[config.mk]
export PLATFORM = sky130hd
export DESIGN_NAME = wb_port_arbiter
export DESIGN_NICKNAME = d
export VERILOG_FILES = /design/src/rtl/wb_port_arbiter.sv
export SDC_FILE = /design/constraint.sdc
export NUM_CORES = 1
export LEC_CHECK = 0
export ABC_AREA = 1
export CORE_MARGIN = 5
export CORE_UTILIZATION = 45
export CTS_CLUSTER_DIAMETER = 30
export DETAILED_ROUTE_END_ITERATION = 8
export PLACE_DENSITY_LB_ADDON = 0.08
export SETUP_SLACK_MARGIN = 0.02
export SYNTH_ARGS = -nofsm -noshare
export SYNTH_HDL_FRONTEND = slang
export SYNTH_SLANG_ARGS = --single-unit
[constraint.sdc]
create_clock -name clk -period 3.4 [get_ports clk]
set_input_delay 0.85 -clock clk [delete_from_list [all_inputs] [get_ports clk]]
set_output_delay 0.85 -clock clk [all_outputs]
set_load 0.005 [all_outputs]
[src/rtl/wb_port_arbiter.sv]
// Register-file write-port arbiter: pipeline writeback has priority, long-latency
// results wait in a small FIFO and are forced through when starved too long.
module wb_port_arbiter #(
  parameter int DATA_W     = 32,
  parameter int ADDR_W     = 5,
  parameter int FIFO_DEPTH = 2,
  parameter int MAX_WAIT   = 4,
  localparam int CNT_W     = $clog2(FIFO_DEPTH + 1)
) (
  input  logic              clk,
  input  logic              rst,
  input  logic              pipe_wen,
  input  logic [ADDR_W-1:0] pipe_addr,
  input  logic [DATA_W-1:0] pipe_data,
  output logic              pipe_stall,
  input  logic              ll_valid,
  output logic              ll_ready,
  input  logic [ADDR_W-1:0] ll_addr,
  input  logic [DATA_W-1:0] ll_data,
  output logic              rf_wen,
  output logic [ADDR_W-1:0] rf_addr,
  output logic [DATA_W-1:0] rf_data,
  input  logic [ADDR_W-1:0] query_addr,
  output logic              query_hit,
  output logic [CNT_W-1:0]  q_count
);

  localparam int PTR_W = (FIFO_DEPTH > 1) ? $clog2(FIFO_DEPTH) : 1;
  localparam int STV_W = $clog2(MAX_WAIT + 1);

  localparam logic [PTR_W-1:0] LAST_PTR   = PTR_W'(FIFO_DEPTH - 1);
  localparam logic [CNT_W-1:0] FULL_CNT   = CNT_W'(FIFO_DEPTH);
  localparam logic [STV_W-1:0] STARVE_MAX = STV_W'(MAX_WAIT);

  typedef enum logic [1:0] {
    GRANT_IDLE,
    GRANT_PIPE,
    GRANT_QUEUE,
    GRANT_FORCE
  } grant_e;

  logic [ADDR_W-1:0]     q_addr [FIFO_DEPTH];
  logic [DATA_W-1:0]     q_data [FIFO_DEPTH];
  logic [FIFO_DEPTH-1:0] q_valid;
  logic [PTR_W-1:0]      rd_ptr;
  logic [PTR_W-1:0]      wr_ptr;
  logic [CNT_W-1:0]      count;
  logic [STV_W-1:0]      starve_cnt;

  logic              empty;
  logic              full;
  logic              push;
  logic              pop;
  logic [ADDR_W-1:0] head_addr;
  logic [DATA_W-1:0] head_data;
  grant_e            grant;

  assign empty     = (count == '0);
  assign full      = (count == FULL_CNT);
  assign ll_ready  = !full && !rst;
  assign push      = ll_valid && ll_ready;
  assign head_addr = q_addr[rd_ptr];
  assign head_data = q_data[rd_ptr];
  assign q_count   = count;

  always_comb begin
    grant = GRANT_IDLE;
    if (!rst) begin
      if (starve_cnt == STARVE_MAX && !empty) grant = GRANT_FORCE;
      else if (pipe_wen)                      grant = GRANT_PIPE;
      else if (!empty)                        grant = GRANT_QUEUE;
    end
  end

  assign pop = (grant == GRANT_QUEUE) || (grant == GRANT_FORCE);

  // NOTE: every output gets a default before the case so no path leaves it
  // unassigned; otherwise synthesis infers a latch.
  always_comb begin
    rf_wen     = 1'b0;
    rf_addr    = pipe_addr;
    rf_data    = pipe_data;
    pipe_stall = 1'b0;
    unique case (grant)
      GRANT_PIPE: rf_wen = (pipe_addr != '0);
      GRANT_QUEUE, GRANT_FORCE: begin
        rf_addr    = head_addr;
        rf_data    = head_data;
        rf_wen     = (head_addr != '0);
        pipe_stall = (grant == GRANT_FORCE) && pipe_wen;
      end
      default: ;
    endcase
  end

  // NOTE: sequential state uses non-blocking assignments so every register
  // samples the pre-edge values regardless of statement order.
  always_ff @(posedge clk) begin
    if (rst) begin
      rd_ptr     <= '0;
      wr_ptr     <= '0;
      count      <= '0;
      starve_cnt <= '0;
      q_valid    <= '0;
    end else begin
      if (push) wr_ptr <= (wr_ptr == LAST_PTR) ? '0 : wr_ptr + 1'b1;
      if (pop)  rd_ptr <= (rd_ptr == LAST_PTR) ? '0 : rd_ptr + 1'b1;

      unique case ({push, pop})
        2'b10:   count <= count + 1'b1;
        2'b01:   count <= count - 1'b1;
        default: ;
      endcase

      if (pop || empty)                  starve_cnt <= '0;
      else if (starve_cnt != STARVE_MAX) starve_cnt <= starve_cnt + 1'b1;

      // Push and pop never target the same slot: that needs a queue both empty and full.
      for (int i = 0; i < FIFO_DEPTH; i++) begin
        if (pop  && rd_ptr == PTR_W'(i)) q_valid[i] <= 1'b0;
        if (push && wr_ptr == PTR_W'(i)) q_valid[i] <= 1'b1;
      end
    end
  end

  // NOTE: payload storage carries no reset; q_valid and count alone decide
  // which slots mean anything.
  always_ff @(posedge clk) begin
    if (push) begin
      q_addr[wr_ptr] <= ll_addr;
      q_data[wr_ptr] <= ll_data;
    end
  end

  always_comb begin
    query_hit = 1'b0;
    if (!rst && query_addr != '0) begin
      for (int i = 0; i < FIFO_DEPTH; i++) begin
        if (q_valid[i] && q_addr[i] == query_addr) query_hit = 1'b1;
      end
    end
  end

endmodule

==> results of run 1 <==
[state kept, by name (all words and copies together), names as in the netlist, named ones only]
| signal | count |
|---|---|
| rd_ptr | 1 |
| q_data | 64 |
| q_valid | 2 |
| wr_ptr | 1 |
| q_addr | 10 |
| q_count | 2 |
| starve_cnt | 3 |
[cell usage in the layout, fill, tap and decap left out, types with 2 or more instances in the layout]
cell             Yosys  final
a21oi_1              9      9
buf_12               0      2
buf_4                1      9
bufinv_16            0      2
clkbuf_1             3      2
clkbuf_8             0      9
clkdlybuf4s50_1      0     92
dfxtp_1             10     10
dlygate4sd2_1        0      3
dlymetal6s2s_1       0     30
edfxtp_1            74     74
ha_1                 5      5
inv_1               28     28
inv_2                2      2
nand2_1             76     76
nand3_1              5      5
nor2_1              87     86
nor2_4               0      2
o21a_1               3      3
o21ai_0             11     10
o31ai_1             32     27
o31ai_2              0      5
[through the flow]
stage               hold slack [ns]  worst slack, ns  power, W  util (%)
floorplan                     0.417           0.0807   0.00134         -
global placement              0.432          -0.0453   0.00156      63.0
detailed placement            0.443          -0.0834   0.00157      63.0
CTS                           0.455           0.0146   0.00231      65.7
global route                  0.466           0.0224   0.00239      67.2
finish                        0.451           0.0806   0.00228      67.2
[path summary, 6_finish.rpt]
path / depth (start not counted) / slack [ns] / endpoint
max: 8 / 0.08 / rf_wen
max reg2reg: 10 / 1.48 / q_count[1]
min: 1 / 0.45 / starve_cnt[0]
min reg2reg: 1 / 0.45 / starve_cnt[0]
[worst reg2reg max path, cell delays in order, from the launching register on]
cell     delay [ns]
dfxtp_1        0.35
inv_1          0.06
ha_1           0.20
nand2_1        0.14
nand2_1        0.11
nand2_4        0.14
inv_2          0.11
ha_1           0.32
nor2_1         0.14
a21oi_1        0.09
nor3_1         0.20
[report_power, final]
group | leakage (nW) | switching (W) | internal, W
clock | 0.101 | 0.000326 | 0.000411
combinational | 1.56 | 0.000162 | 0.000203
sequential | 0.760 | 0.0000143 | 0.00116
total | 2.42 | 0.000502 | 0.00178
[cells in the mapped netlist]
| cell type | n |
|---|---|
| nor2_1 | 87 |
| nand2_1 | 76 |
| edfxtp_1 | 74 |
| o31ai_1 | 32 |
| inv_1 | 28 |
| o21ai_0 | 11 |
| dfxtp_1 | 10 |
| a21oi_1 | 9 |
| buf_6 | 6 |
| buf_2 | 5 |
| ha_1 | 5 |
| nand3_1 | 5 |
| clkbuf_1 | 3 |
| o21a_1 | 3 |
| inv_2 | 2 |
| and3_1 | 1 |
| buf_4 | 1 |
| nand2_2 | 1 |
| nand2_4 | 1 |
| nand4_1 | 1 |
| nor2_2 | 1 |
| nor3_1 | 1 |
| nor4_1 | 1 |
| o21ai_1 | 1 |
| xnor2_1 | 1 |
[logic make-up after synthesis]
group | count (synthesis) | share of synthesized area, %
simple gates | 175 | 18.2
compound gates | 56 | 9.76
flops | 84 | 64.3
fa+ha+maj | 5 | 1.66
buf+inv | 45 | 5.94
xor+xnor | 1 | 0.232
[what timing repair did]
| item | in CTS | in global routing |
|---|---|---|
| pin swaps | 1 | 1 |
| endpoints found under the setup margin | 19 | 32 |
| hold buffers | 0 | 0 |
| cloned | 0 | 1 |
| gates resized for setup | 6 | 35 |
| buffers inserted | 0 | 1 |
[routing by layer]
| layer | GRT usage (%) | vias up | wire length [um] |
|---|---|---|---|
| li1 | - | 1508 | - |
| met1 | 22.7 | 1378 | 3730 |
| met2 | 28.7 | 96 | 4500 |
| met3 | 6.06 | 8 | 754 |
| met4 | 5.11 | 0 | 93 |
| met5 | 0 | - | 0 |
[layout make-up]
cell class,instances,area share [%]
inverters,30,2.05
multi-input cells,237,21.2
repair buffers,137,26.5
well taps,105,2.39
flip-flops and latches,84,44.1
clock buffers,11,2.39
clock inverters,5,1.39
==> impl_metrics.csv, run 1 <==
group,metric,value,unit
global_routing,grt_pass1_vias,3052,
floorplanning,core_area,0.00818,mm^2
floorplanning,die_w,102,um
cells_and_area,fill_cells,673,
timing,drv_slew,0,
floorplanning,dieArea,0.0103,mm^2
drt,first_pass_iters,4,
place,place.gp.congestion,0.834,
setup_path,cp_common_cell,"clkdlybuf4s50_1",
setup_path,reg2reg_from,"starve_cnt[0]",
timing,hold_viol_final,0,
global_routing,antenna_found_initial,0,
cells_and_area,antennaDiodeCount,0,
logic_synthesis,yosys.area.top_type,"edfxtp_1",
timing,rsz0062_at_grt,"no",
min_path,hold_start,"starve_cnt[0]",
setup_path,startpoint,"rst",
drt,antenna_left,0,
global_routing,grt_pass1_wl,14200,um
timing,worstMarginPinSlew,0.443,ns
drt,wl,9070,um
logic_synthesis,ys_ff_latch,84,
drt,vias,2990,
clock_tree,clock_latency,0.33,ns
clock_tree,h-tree-depth,3,
cells_and_area,fin_area,0.00549,mm^2
min_path,hold_class,"reg2reg",
global_routing,grtUsageTotal,17.7,%
run_status,status,"completed",
setup_path,cp_slowest_cell,"clkdlybuf4s50_1",
setup_path,path_buf_inv,3,
floorplanning,ios,126,
timing,setup_viol,0,
drt,drt_iter0_drc,100,
timing,finalCritPeriodShare,97.6,%
power,p_leak,2.42,nW
power,powerDensity,415,mW/mm^2
setup_path,crit_arrival,2.47,ns
logic_synthesis,synth_top_area_share,58.9,%
logic_synthesis,synthesis.instances,366,
place,port_buffers,125,
cells_and_area,areaGrowthSynthToFinish,45.7,%
timing,relSlewSlack,70.5,%
setup_path,crit_family,"buffers and inverters",
clock_tree,cts_root_buf,"clkbuf_8",
clock_tree,cts_tree,"yes",
drt,drc,0,
setup_path,cp-end-kind,"output pin",
logic_synthesis,synth_seq_area_share,64.3,%
clock_tree,cts_buffer_depth,2,
place,place_area,0.00515,mm^2
timing,setup_tns,0,ns
timing,fin_worst_skew,0.00605,ns
logic_synthesis,synthesis.area,0.00377,mm^2
global_routing,grt_overflow_total,0,
logic_synthesis,synthTopCellsByArea,"edfxtp_1 59%, nor2_1 8.7%, nand2_1 7.6%",
drt,viasPerCell,4.91,
logic_synthesis,synth.avg_cell_area,10.3,um^2
logic_synthesis,syn_nets,454,
run,maxCapViolations,0,
timing,clock.fmax,301,MHz
cells_and_area,nets,587,
floorplanning,fp.dieH,102,um
setup_path,crit_chain,"clkdlybuf4s50_1 > nor2_4 > nand2_4 > buf_12 > nand2_2 > o21ai_1 > nor2_1 > clkdlybuf4s50_1",
clock_tree,cts_num_sinks,84,
clock_tree,clkTransAtPathRegs,0.07,ns
cells_and_area,seq_area,0.00242,mm^2
cells_and_area,multi_input_area,0.00116,mm^2
floorplanning,initial_utilization,46.1,%
cells_and_area,finalNonFillerCells,609,
clock_tree,numCtsBuffers,9,
power,vdd_ir_drop_max,0.264,mV
global_routing,grt_max_degree,40,
place,dp.cells,591,
timing,min_period,3.32,ns
place,hpwl,6360,um
logic_synthesis,synth_cell_types,25,
cells_and_area,layout-drive-gt1-share,7.34,%
setup_path,worstPathRequired,2.55,ns
setup_path,slowest_delay,0.50,ns
floorplanning,placementRows,33,
setup_path,worstPathMaxFanout,18,
logic_synthesis,yosysWarnings,0,
setup_path,start_kind,"input port",
drt,routedWlPerCell,14.9,um
setup_path,criticalPathCategory,"in2out",
No activity file was read; power rests on OpenSTA's default activity.
==> run 2: changes to the inputs <==
RECOVER_POWER = 50   (was default)
==> impl_metrics.csv, run 2 (synthesis gave the netlist of run 1 again) <==
group,metric,value,unit
clock_tree,numCtsBuffers,9,
floorplanning,ios,126,
global_routing,grt_pass1_wl,14200,um
power,p_leak,2.42,nW
setup_path,worstPathMaxFanout,18,
drt,routedWlPerCell,14.9,um
run_status,status,"completed",
floorplanning,placementRows,33,
floorplanning,die_w,102,um
cells_and_area,fill_cells,672,
global_routing,met1_usage,22.7,%
global_routing,antenna_found_initial,3,
clock_tree,clock_latency,0.34,ns
setup_path,cp_common_cell,"clkdlybuf4s50_1",
global_routing,grt_pass1_vias,3052,
timing,relSlewSlack,15.7,%
floorplanning,fp.dieH,102,um
drt,drc,0,
place,place.gp.congestion,0.834,
timing,min_period,3.32,ns
timing,hold_ws,0.451,ns
global_routing,grt_busiest_layer,"met2",
floorplanning,initial_utilization,46.1,%
setup_path,path_buf_inv,3,
cells_and_area,nets,587,
setup_path,reg2reg_from,"q_count[0]",
clock_tree,h-tree-depth,3,
setup_path,cp_slowest_cell,"clkdlybuf4s50_1",
timing,finalCritPeriodShare,97.6,%
timing,clock.fmax,301,MHz
cells_and_area,largest_reg_flops,64,
cells_and_area,layout-drive-gt1-share,6.94,%
cells_and_area,multi_input_area,0.00116,mm^2
global_routing,grt_max_degree,40,
cells_and_area,final_cell_mix,"86 x nor2_1, 76 x nand2_1, 74 x edfxtp_1",
timing,drv_slew,0,
setup_path,slowest_delay,0.50,ns
clock_tree,cts_num_sinks,84,
min_path,hold_start,"starve_cnt[0]",
drt,antenna_left,0,
setup_path,crit_chain,"clkdlybuf4s50_1 > nor2_4 > nand2_4 > buf_12 > nand2_2 > o21ai_1 > nor2_1 > clkdlybuf4s50_1",
floorplanning,dieArea,0.0103,mm^2
setup_path,criticalPathCategory,"in2out",
setup_path,worstPathRequired,2.55,ns
cells_and_area,areaGrowthSynthToFinish,45.7,%
place,post-place-ws,-0.0834,ns
clock_tree,cts_tree,"yes",
global_routing,met2_usage,28.7,%
global_routing,grt_overflow_total,0,
setup_path,crit_arrival,2.47,ns
floorplanning,core_area,0.00818,mm^2
timing,fin_ws,0.0806,ns
timing,setup_viol,0,
clock_tree,clkTransAtPathRegs,0.07,ns
timing,setup_tns,0,ns
setup_path,start_kind,"input port",
cells_and_area,postLayoutCoreUtil,67.2,%
cells_and_area,final_common_cell,"nor2_1",
drt,viasPerCell,4.90,
run,maxCapViolations,0,
setup_path,crit_family,"buffers and inverters",
setup_path,cp-end-kind,"output pin",
place,hpwl,6360,um
drt,first_pass_iters,4,
cells_and_area,top_regs,"q_data x64, q_addr x10, starve_cnt x3",
cells_and_area,seq_area,0.00242,mm^2
global_routing,use_met3,6.06,%
clock_tree,cts_root_buf,"clkbuf_8",
setup_path,startpoint,"rst",
timing,fin_worst_skew,0.00639,ns
min_path,hold_class,"reg2reg",
place,port_buffers,125,
power,totalPowerFinal,0.00227,W
timing,worstMarginPinSlew,1.26,ns
drt,wl,9100,um
timing,rsz0062_at_grt,"no",
global_routing,grtUsageTotal,17.7,%
drt,drt_iter0_drc,96,
drt,vias,2995,
timing,hold_viol_final,0,
cells_and_area,top_register,"q_data",
power,vdd_ir_drop_max,0.264,mV
clock_tree,cts_buffer_depth,2,
power,powerDensity,414,mW/mm^2
[run 2: cell types whose count changed in the layout (fill, tap and decap cells not counted), sizes merged]
| cell | delta |
|---|---|
| clkbuf | +2 |
| clkdlybuf4s50 | -39 |
| buf | -2 |
| dlygate4sd3 | +39 |
| diode | +2 |
[run 2: per-stage QoR]
stage	std cells	instance area [um^2]
after floorplan	366	3770
after global placement	591	5150
after detailed placement	591	5150
after CTS	607	5370
after global routing	611	5490
final	611	5490
[run 2: timing repair]
item	in CTS	in global routing
pin swaps	1	1
endpoints found under the setup margin	19	32
setup buffers	0	1
resized for setup	6	35
hold buffers	0	0
cloned	0	1
[run 2: cell type report]
type / instances / share of cell area (%)
flip-flops and latches: 84 / 44.1
repair buffers: 137 / 26.4
multi-input cells: 237 / 21.2
clock buffers: 11 / 2.39
well taps: 105 / 2.39
inverters: 30 / 2.05
clock inverters: 5 / 1.39
diodes: 2 / 0.0911
[run 2: per-layer routing]
metal,wire length (um),vias up,share of wire [%]
met4,89,2,0.98
met5,8,-,0.088
met3,751,9,8.3
met2,4500,87,49
li1,-,1512,-
met1,3750,1385,41
[run 2: path summary, 6_finish.rpt]
check	slack, ns	to	cells after the start
worst min-delay path	0.45	starve_cnt[0]	1
worst max register to register	1.11	q_data[1][7]	5
worst max-delay path	0.08	rf_wen	8
worst min register to register	0.45	starve_cnt[0]	1
[run 2: where the power goes]
| group | leakage (nW) | internal [W] | switching (W) |
|---|---|---|---|
| clock | 0.101 | 0.000411 | 0.000329 |
| sequential | 0.760 | 0.00116 | 0.0000141 |
| combinational | 1.56 | 0.000193 | 0.000162 |
